`src/rtl/wb_pkg.sv`:
```
// Shared types and default sizes for the L1 write buffer.
// The WB_COALESCE_EN build option is handled in l1_write_buffer.
package wb_pkg;
  localparam int WB_DEPTH  = 4;
  localparam int WB_ADDR_W = 32;
  localparam int WB_DATA_W = 32;
  localparam int WB_WA_W   = WB_ADDR_W - 2;

  typedef enum logic [1:0] {
    IDLE,
    RD_MEM,
    DRAIN,
    RESP
  } wb_state_t;

  typedef struct packed {
    logic                 valid;
    logic [WB_WA_W-1:0]   word_addr;
    logic [WB_DATA_W-1:0] data;
  } wb_entry_t;
endpackage

```
`src/rtl/wb_entry_array.sv`:
```
// Circular entry store with head/tail/count and a youngest-match search.
// Count, full and empty are registered so they can drive ports directly.
module wb_entry_array
  import wb_pkg::*;
#(
  parameter int DEPTH = WB_DEPTH,
  localparam int PW = $clog2(DEPTH),
  localparam int CW = PW + 1
) (
  input  logic                 clk,
  input  logic                 reset,
  input  logic                 push,
  input  logic [WB_WA_W-1:0]   push_addr,
  input  logic [WB_DATA_W-1:0] push_data,
  input  logic                 pop,
  input  logic                 upd,
  input  logic [PW-1:0]        upd_idx,
  input  logic [WB_DATA_W-1:0] upd_data,
  input  logic [WB_WA_W-1:0]   find_addr,
  output logic                 hit,
  output logic [PW-1:0]        hit_idx,
  output logic [WB_DATA_W-1:0] hit_data,
  output logic [WB_WA_W-1:0]   head_addr,
  output logic [WB_DATA_W-1:0] head_data,
  output logic [CW-1:0]        count,
  output logic                 full,
  output logic                 empty
);

  wb_entry_t     ents [DEPTH];
  logic [PW-1:0] head;
  logic [PW-1:0] tail;
  logic          push_ok;
  logic          pop_ok;
  logic [CW-1:0] cnt_d;

  assign push_ok = push & ~full;
  assign pop_ok  = pop & ~empty;
  assign cnt_d   = count + CW'(push_ok) - CW'(pop_ok);

  assign head_addr = ents[head].word_addr;
  assign head_data = ents[head].data;

  always_ff @(posedge clk or posedge reset) begin
    if (reset) begin
      for (int i = 0; i < DEPTH; i++)
        ents[i] <= '0;
      head  <= '0;
      tail  <= '0;
      count <= '0;
      full  <= 1'b0;
      empty <= 1'b1;
    end else begin
      if (push_ok) begin
        ents[tail].valid     <= 1'b1;
        ents[tail].word_addr <= push_addr;
        ents[tail].data      <= push_data;
        tail <= tail + PW'(1);
      end
      if (upd)
        ents[upd_idx].data <= upd_data;
      if (pop_ok) begin
        ents[head].valid <= 1'b0;
        head <= head + PW'(1);
      end
      count <= cnt_d;
      full  <= (cnt_d == CW'(DEPTH));
      empty <= (cnt_d == '0);
    end
  end

  // Walk oldest to youngest so the last hit found is the youngest.
  always_comb begin
    logic [PW-1:0] idx;
    idx      = '0;
    hit      = 1'b0;
    hit_idx  = '0;
    hit_data = '0;
    for (int i = 0; i < DEPTH; i++) begin
      idx = head + PW'(i);
      if (ents[idx].valid &&
          ents[idx].word_addr == find_addr) begin
        hit      = 1'b1;
        hit_idx  = idx;
        hit_data = ents[idx].data;
      end
    end
  end

endmodule

```
`src/rtl/l1_write_buffer.sv`:
```
// L1 write buffer: absorbs writebacks, forwards matches, drains in background.
// Define WB_COALESCE_EN to merge writebacks into a matching entry in place.
module l1_write_buffer
  import wb_pkg::*;
#(
  parameter int DEPTH  = WB_DEPTH,
  parameter int ADDR_W = WB_ADDR_W,
  parameter int DATA_W = WB_DATA_W
) (
  input  logic                    clk,
  input  logic                    reset,
  input  logic                    l1_req,
  input  logic                    l1_we,
  input  logic [ADDR_W-1:0]       l1_addr,
  input  logic [DATA_W-1:0]       l1_wdata,
  output logic [DATA_W-1:0]       l1_rdata,
  output logic                    l1_ready,
  output logic                    mem_req,
  output logic                    mem_we,
  output logic [ADDR_W-1:0]       mem_addr,
  output logic [DATA_W-1:0]       mem_wdata,
  input  logic [DATA_W-1:0]       mem_rdata,
  input  logic                    mem_ack,
  output logic [$clog2(DEPTH):0]  wb_count,
  output logic                    wb_full,
  output logic                    wb_empty
);

  localparam int PW = $clog2(DEPTH);

  wb_state_t state_q;
  wb_state_t state_d;

  logic              push;
  logic              pop;
  logic              upd;
  logic              hit;
  logic [PW-1:0]     hit_idx;
  logic [DATA_W-1:0] hit_data;
  logic [ADDR_W-3:0] head_addr;
  logic [DATA_W-1:0] head_data;

  logic [DATA_W-1:0] rdata_d;
  logic              req_d;
  logic              we_d;
  logic [ADDR_W-1:0] addr_d;
  logic [DATA_W-1:0] wdata_d;

  logic wr;
  logic rd;
  logic wr_upd;
  logic wr_push;
  logic wr_stall;
  logic rd_hit;
  logic rd_miss;
  logic drain;

  wb_entry_array #(.DEPTH(DEPTH)) u_ents (
    .clk       (clk),
    .reset     (reset),
    .push      (push),
    .push_addr (l1_addr[ADDR_W-1:2]),
    .push_data (l1_wdata),
    .pop       (pop),
    .upd       (upd),
    .upd_idx   (hit_idx),
    .upd_data  (l1_wdata),
    .find_addr (l1_addr[ADDR_W-1:2]),
    .hit       (hit),
    .hit_idx   (hit_idx),
    .hit_data  (hit_data),
    .head_addr (head_addr),
    .head_data (head_data),
    .count     (wb_count),
    .full      (wb_full),
    .empty     (wb_empty)
  );

  assign wr = l1_req & l1_we;
  assign rd = l1_req & ~l1_we;

`ifdef WB_COALESCE_EN
  assign wr_upd = wr & hit;
`else
  assign wr_upd = 1'b0;
`endif

  // Mutually exclusive IDLE decisions, in priority order.
  assign wr_push  = wr & ~wr_upd & ~wb_full;
  assign wr_stall = wr & ~wr_upd & wb_full;
  assign rd_hit   = rd & hit;
  assign rd_miss  = rd & ~hit;
  assign drain    = ~l1_req & ~wb_empty;

  always_ff @(posedge clk or posedge reset) begin
    if (reset) state_q <= IDLE;
    else       state_q <= state_d;
  end

  always_comb begin
    state_d = state_q;
    unique case (state_q)
      IDLE: begin
        unique case (1'b1)
          wr_upd, wr_push, rd_hit: state_d = RESP;
          rd_miss:                 state_d = RD_MEM;
          wr_stall, drain:         state_d = DRAIN;
          default:                 state_d = IDLE;
        endcase
      end
      RD_MEM: if (mem_ack) state_d = RESP;
      DRAIN:  if (mem_ack) state_d = IDLE;
      RESP:   state_d = IDLE;
      default: state_d = IDLE;
    endcase
  end

  always_comb begin
    rdata_d = l1_rdata;
    req_d   = mem_req;
    we_d    = mem_we;
    addr_d  = mem_addr;
    wdata_d = mem_wdata;
    push    = 1'b0;
    pop     = 1'b0;
    upd     = 1'b0;
    unique case (state_q)
      IDLE: begin
        unique case (1'b1)
          wr_upd:  upd = 1'b1;
          wr_push: push = 1'b1;
          rd_hit:  rdata_d = hit_data;
          rd_miss: begin
            req_d  = 1'b1;
            we_d   = 1'b0;
            addr_d = l1_addr;
          end
          wr_stall, drain: begin
            req_d   = 1'b1;
            we_d    = 1'b1;
            addr_d  = {head_addr, 2'b00};
            wdata_d = head_data;
          end
          default: ;
        endcase
      end
      RD_MEM: begin
        if (mem_ack) begin
          rdata_d = mem_rdata;
          req_d   = 1'b0;
        end
      end
      DRAIN: begin
        if (mem_ack) begin
          pop   = 1'b1;
          req_d = 1'b0;
        end
      end
      default: ;
    endcase
  end

  always_ff @(posedge clk or posedge reset) begin
    if (reset) begin
      l1_rdata  <= '0;
      l1_ready  <= 1'b0;
      mem_req   <= 1'b0;
      mem_we    <= 1'b0;
      mem_addr  <= '0;
      mem_wdata <= '0;
    end else begin
      l1_rdata  <= rdata_d;
      l1_ready  <= (state_d == RESP);
      mem_req   <= req_d;
      mem_we    <= we_d;
      mem_addr  <= addr_d;
      mem_wdata <= wdata_d;
    end
  end

endmodule

```
`config.mk`:
```
export PLATFORM = sky130hd
export DESIGN_NAME = l1_write_buffer
export DESIGN_NICKNAME = d
export VERILOG_FILES = /design/src/rtl/wb_pkg.sv /design/src/rtl/wb_entry_array.sv /design/src/rtl/l1_write_buffer.sv
export SDC_FILE = /design/constraint.sdc
export NUM_CORES = 1
export LEC_CHECK = 0
export CORE_AREA = 2 2 171 341
export CTS_CLUSTER_DIAMETER = 100
export CTS_CLUSTER_SIZE = 10
export DETAILED_ROUTE_END_ITERATION = 12
export DIE_AREA = 0 0 173 343
export PLACE_DENSITY = 0.72
export SYNTH_ARGS = -nofsm -noshare
export SYNTH_HDL_FRONTEND = slang
export SYNTH_SLANG_ARGS = --single-unit
```
`constraint.sdc`:
```
create_clock -name clk -period 13.94 [get_ports clk]
set_input_delay 2.788 -clock clk [delete_from_list [all_inputs] [get_ports clk]]
set_output_delay 2.788 -clock clk [all_outputs]
set_load 0.02 [all_outputs]
```
==> summary.txt <==
Cells after Synth -> 1880
CORE AREA -> 56800 sq um
Number of synthesis warnings -> 0
Die H -> 343 um
Reg2reg start -> u_ents.head[1]
RSZ-0062 raised after global routing -> no
Global-route wire length before repair -> 109000 um
Initial antenna violation count -> 3
Largest net degree at the start of global routing -> 179
Primary FF master, synth -> dfrtp_1
Finished Cell Area -> 27400 sq um
DP Area -> 26200 sq um
Max Slew Vio Count -> 0
Slew headroom -> 0.274
Hold crit path type -> flip-flop to flip-flop
Post-CTS setup buffers -> 0
Clock-pin slew on the worst setup and hold paths -> 60 ps
Total CTS buffers -> 42
Final period utilization -> 0.498
Net count after synthesis -> 1996
Met3 Track Usage GR -> 0.0499
Critical hold path startpoint -> mem_addr[12]
Worst Max-Slew Pin Slew -> 1090 ps
Clk_lat worst skew -> 570 ps
Commonest non-fill, non-tap cell in the layout -> dfrtp_1
Yosys reg bits -> 362
Vias -> 17252
Crit. End Element -> flip-flop
Setup TNS -> 0 ps
Residual DRC -> 0
Post-CTS Hold Buffers -> 0
Post-cts repair resize count -> 0
Mean routed wirelength per cell -> 25.4 um
Drt first pass iters -> 5
Nets -> 2091
Vias per std cell -> 6.29
CP Class -> flip-flop to flip-flop
Routed WL -> 69700 um
Max Fclk -> 144 MHz
Status -> finished clean
Vias in the first global route -> 17284
Root buffer cell -> clkbuf_16
Buffers on Ports -> 204
Total track usage -> 0.235
Syn Std Cell Area -> 23700 sq um
H-tree depth -> 2
Post-synth EDFFs -> 0
GRT overflow -> 0
DRT antenna net count -> 0
Met1 usage -> 0.327
Worst Skew -> 28.6 ps
CTS tree -> yes
Final hold violations -> 0
Met2 usage -> 0.366
Flop2flop setup slack -> 7000 ps
Die span in x -> 173 um
Initial core utilization -> 0.417
Die area -> 59300 sq um
Clock Path Buffers -> 3
Final Wtd Congestion -> 0.939
Setup violations, final -> 0
Synth cell types -> 72
Pwr Density -> 267 nW/um^2
Lkg Pwr -> 10.8 nW
CP Launch Type -> flip-flop
Fin crit period -> 6940 ps
Max Fanout on Critical Path -> 46
Pwr Total -> 0.00731 W
Sequential area share after synthesis -> 0.382
Hold path depth -> 1
Syn_area_per_cell -> 12.6 sq um
Max Cap Viol -> 0
Reg2Reg Depth -> 15
Asr flop ratio synth -> 1.00
Most used routing layer -> met2
Max VDD drop -> 0.158 mV
Clock sink total -> 362
Min-Delay Endpoint -> mem_addr[12]
Most frequent cells in the layout -> dfrtp_1 (359), mux2_2 (293), mux4_2 (217), clkdlybuf4s50_1 (204), nand2_1 (89)
Layout area overhead -> 15.4%
Arrival time at the worst endpoint -> 7370 ps
Share of cells above drive strength 1 -> 0.305
Hpwl dp -> 45400 um
Number of DRC markers in iteration 0 -> 1861
# IOs -> 205
Worst r2r dst -> l1_rdata[14]
Rows -> 124
Worst Path Required -> 14370 ps
## cells in the mapped netlist (12+ instances only)
| library cell | n | area share |
|---|---|---|
| nand2b_1 | 38 | 0.010 |
| nand2_1 | 94 | 0.015 |
| mux2_2 | 293 | 0.14 |
| clkbuf_1 | 82 | 0.013 |
| o22ai_1 | 12 | 0.0032 |
| mux4_2 | 217 | 0.21 |
| nand4_1 | 22 | 0.0058 |
| mux2i_1 | 82 | 0.035 |
| buf_2 | 43 | 0.0091 |
| o2bb2ai_1 | 28 | 0.010 |
| xnor2_1 | 87 | 0.032 |
| inv_1 | 56 | 0.0089 |
| o31ai_1 | 32 | 0.010 |
| buf_1 | 33 | 0.0052 |
| o21ai_0 | 67 | 0.014 |
| a22oi_1 | 27 | 0.0086 |
| dfrtp_1 | 361 | 0.38 |
| nand3_1 | 42 | 0.0089 |
| ha_1 | 14 | 0.0074 |
| a21oi_1 | 82 | 0.017 |
## final cells by class
| cell class | instances | area [sq um] |
|---|---|---|
| clock inverter | 1 | 8.76 |
| tap | 756 | 946 |
| multi-input combinational | 1280 | 13700 |
| inverter | 62 | 240 |
| timing repair buffer | 227 | 2250 |
| antenna | 1 | 2.50 |
| fill | 5074 | 29400 |
| sequential | 362 | 9070 |
| clock buffer | 55 | 1160 |
## report_power, final
group	leakage, nW	internal (W)	switching [W]
clock	0.571	0.000575	0.000439
sequential	4.56	0.00154	0.000570
combinational	5.70	0.00219	0.00201
total	10.8	0.00430	0.00301
## metrics by stage
stage	instances	setup WS (ps)	util	hold slack (ps)
6_report	2744	7000	0.482	484
5_1_grt	2743	6580	0.482	500
4_1_cts	2743	6960	0.482	490
3_5_place_dp	2687	6810	0.461	474
3_3_place_gp	2687	6880	0.461	471
2_1_floorplan	1880	1110	-	497
## cell families (layout without fill, tap and decap cells)
| family | after synthesis | in the layout | share of synthesized area |
|---|---|---|---|
| multiplexers | 600 | 600 | 0.384 |
| flip-flops | 362 | 362 | 0.382 |
| AO/OA/AOI/OAI | 326 | 326 | 0.0931 |
| AND/OR/NAND/NOR | 244 | 244 | 0.0531 |
| buffers and inverters | 238 | 345 | 0.0442 |
| XOR/XNOR | 95 | 95 | 0.0351 |
| adder cells (fa/ha/maj) | 15 | 15 | 0.00824 |
| other | 0 | 1 | 0 |
## layer usage
| layer | up-vias | part of all wire |
|---|---|---|
| li1 | 7415 | - |
| met1 | 8872 | 0.42 |
| met2 | 817 | 0.46 |
| met3 | 144 | 0.085 |
| met4 | 4 | 0.035 |
| met5 | - | 0.00034 |
## worst max-delay path by stage
stage	startpoint	end	depth (start not counted)
4_1_cts	u_ents.head[1]	l1_rdata[1]	15
6_report	u_ents.head[1]	l1_rdata[14]	15
3_5_place_dp	l1_addr[5]	l1_rdata[9]	12
2_1_floorplan	reset	async pin	1
3_3_place_gp	l1_addr[5]	l1_rdata[16]	12
5_1_grt	u_ents.head[1]	l1_rdata[1]	15
## worst max-delay path, stage by stage, from the launching register on
cell,delay (ps)
dfrtp_4,980
inv_1,250
ha_4,630
buf_4,590
buf_4,680
mux2i_1,300
xor2_1,270
nand3_1,160
or4_1,470
a211oi_4,210
buf_4,510
a21oi_1,160
a311oi_1,470
a2bb2oi_4,160
buf_4,490
mux2_2,400
Power figures use the tool's default switching activity.
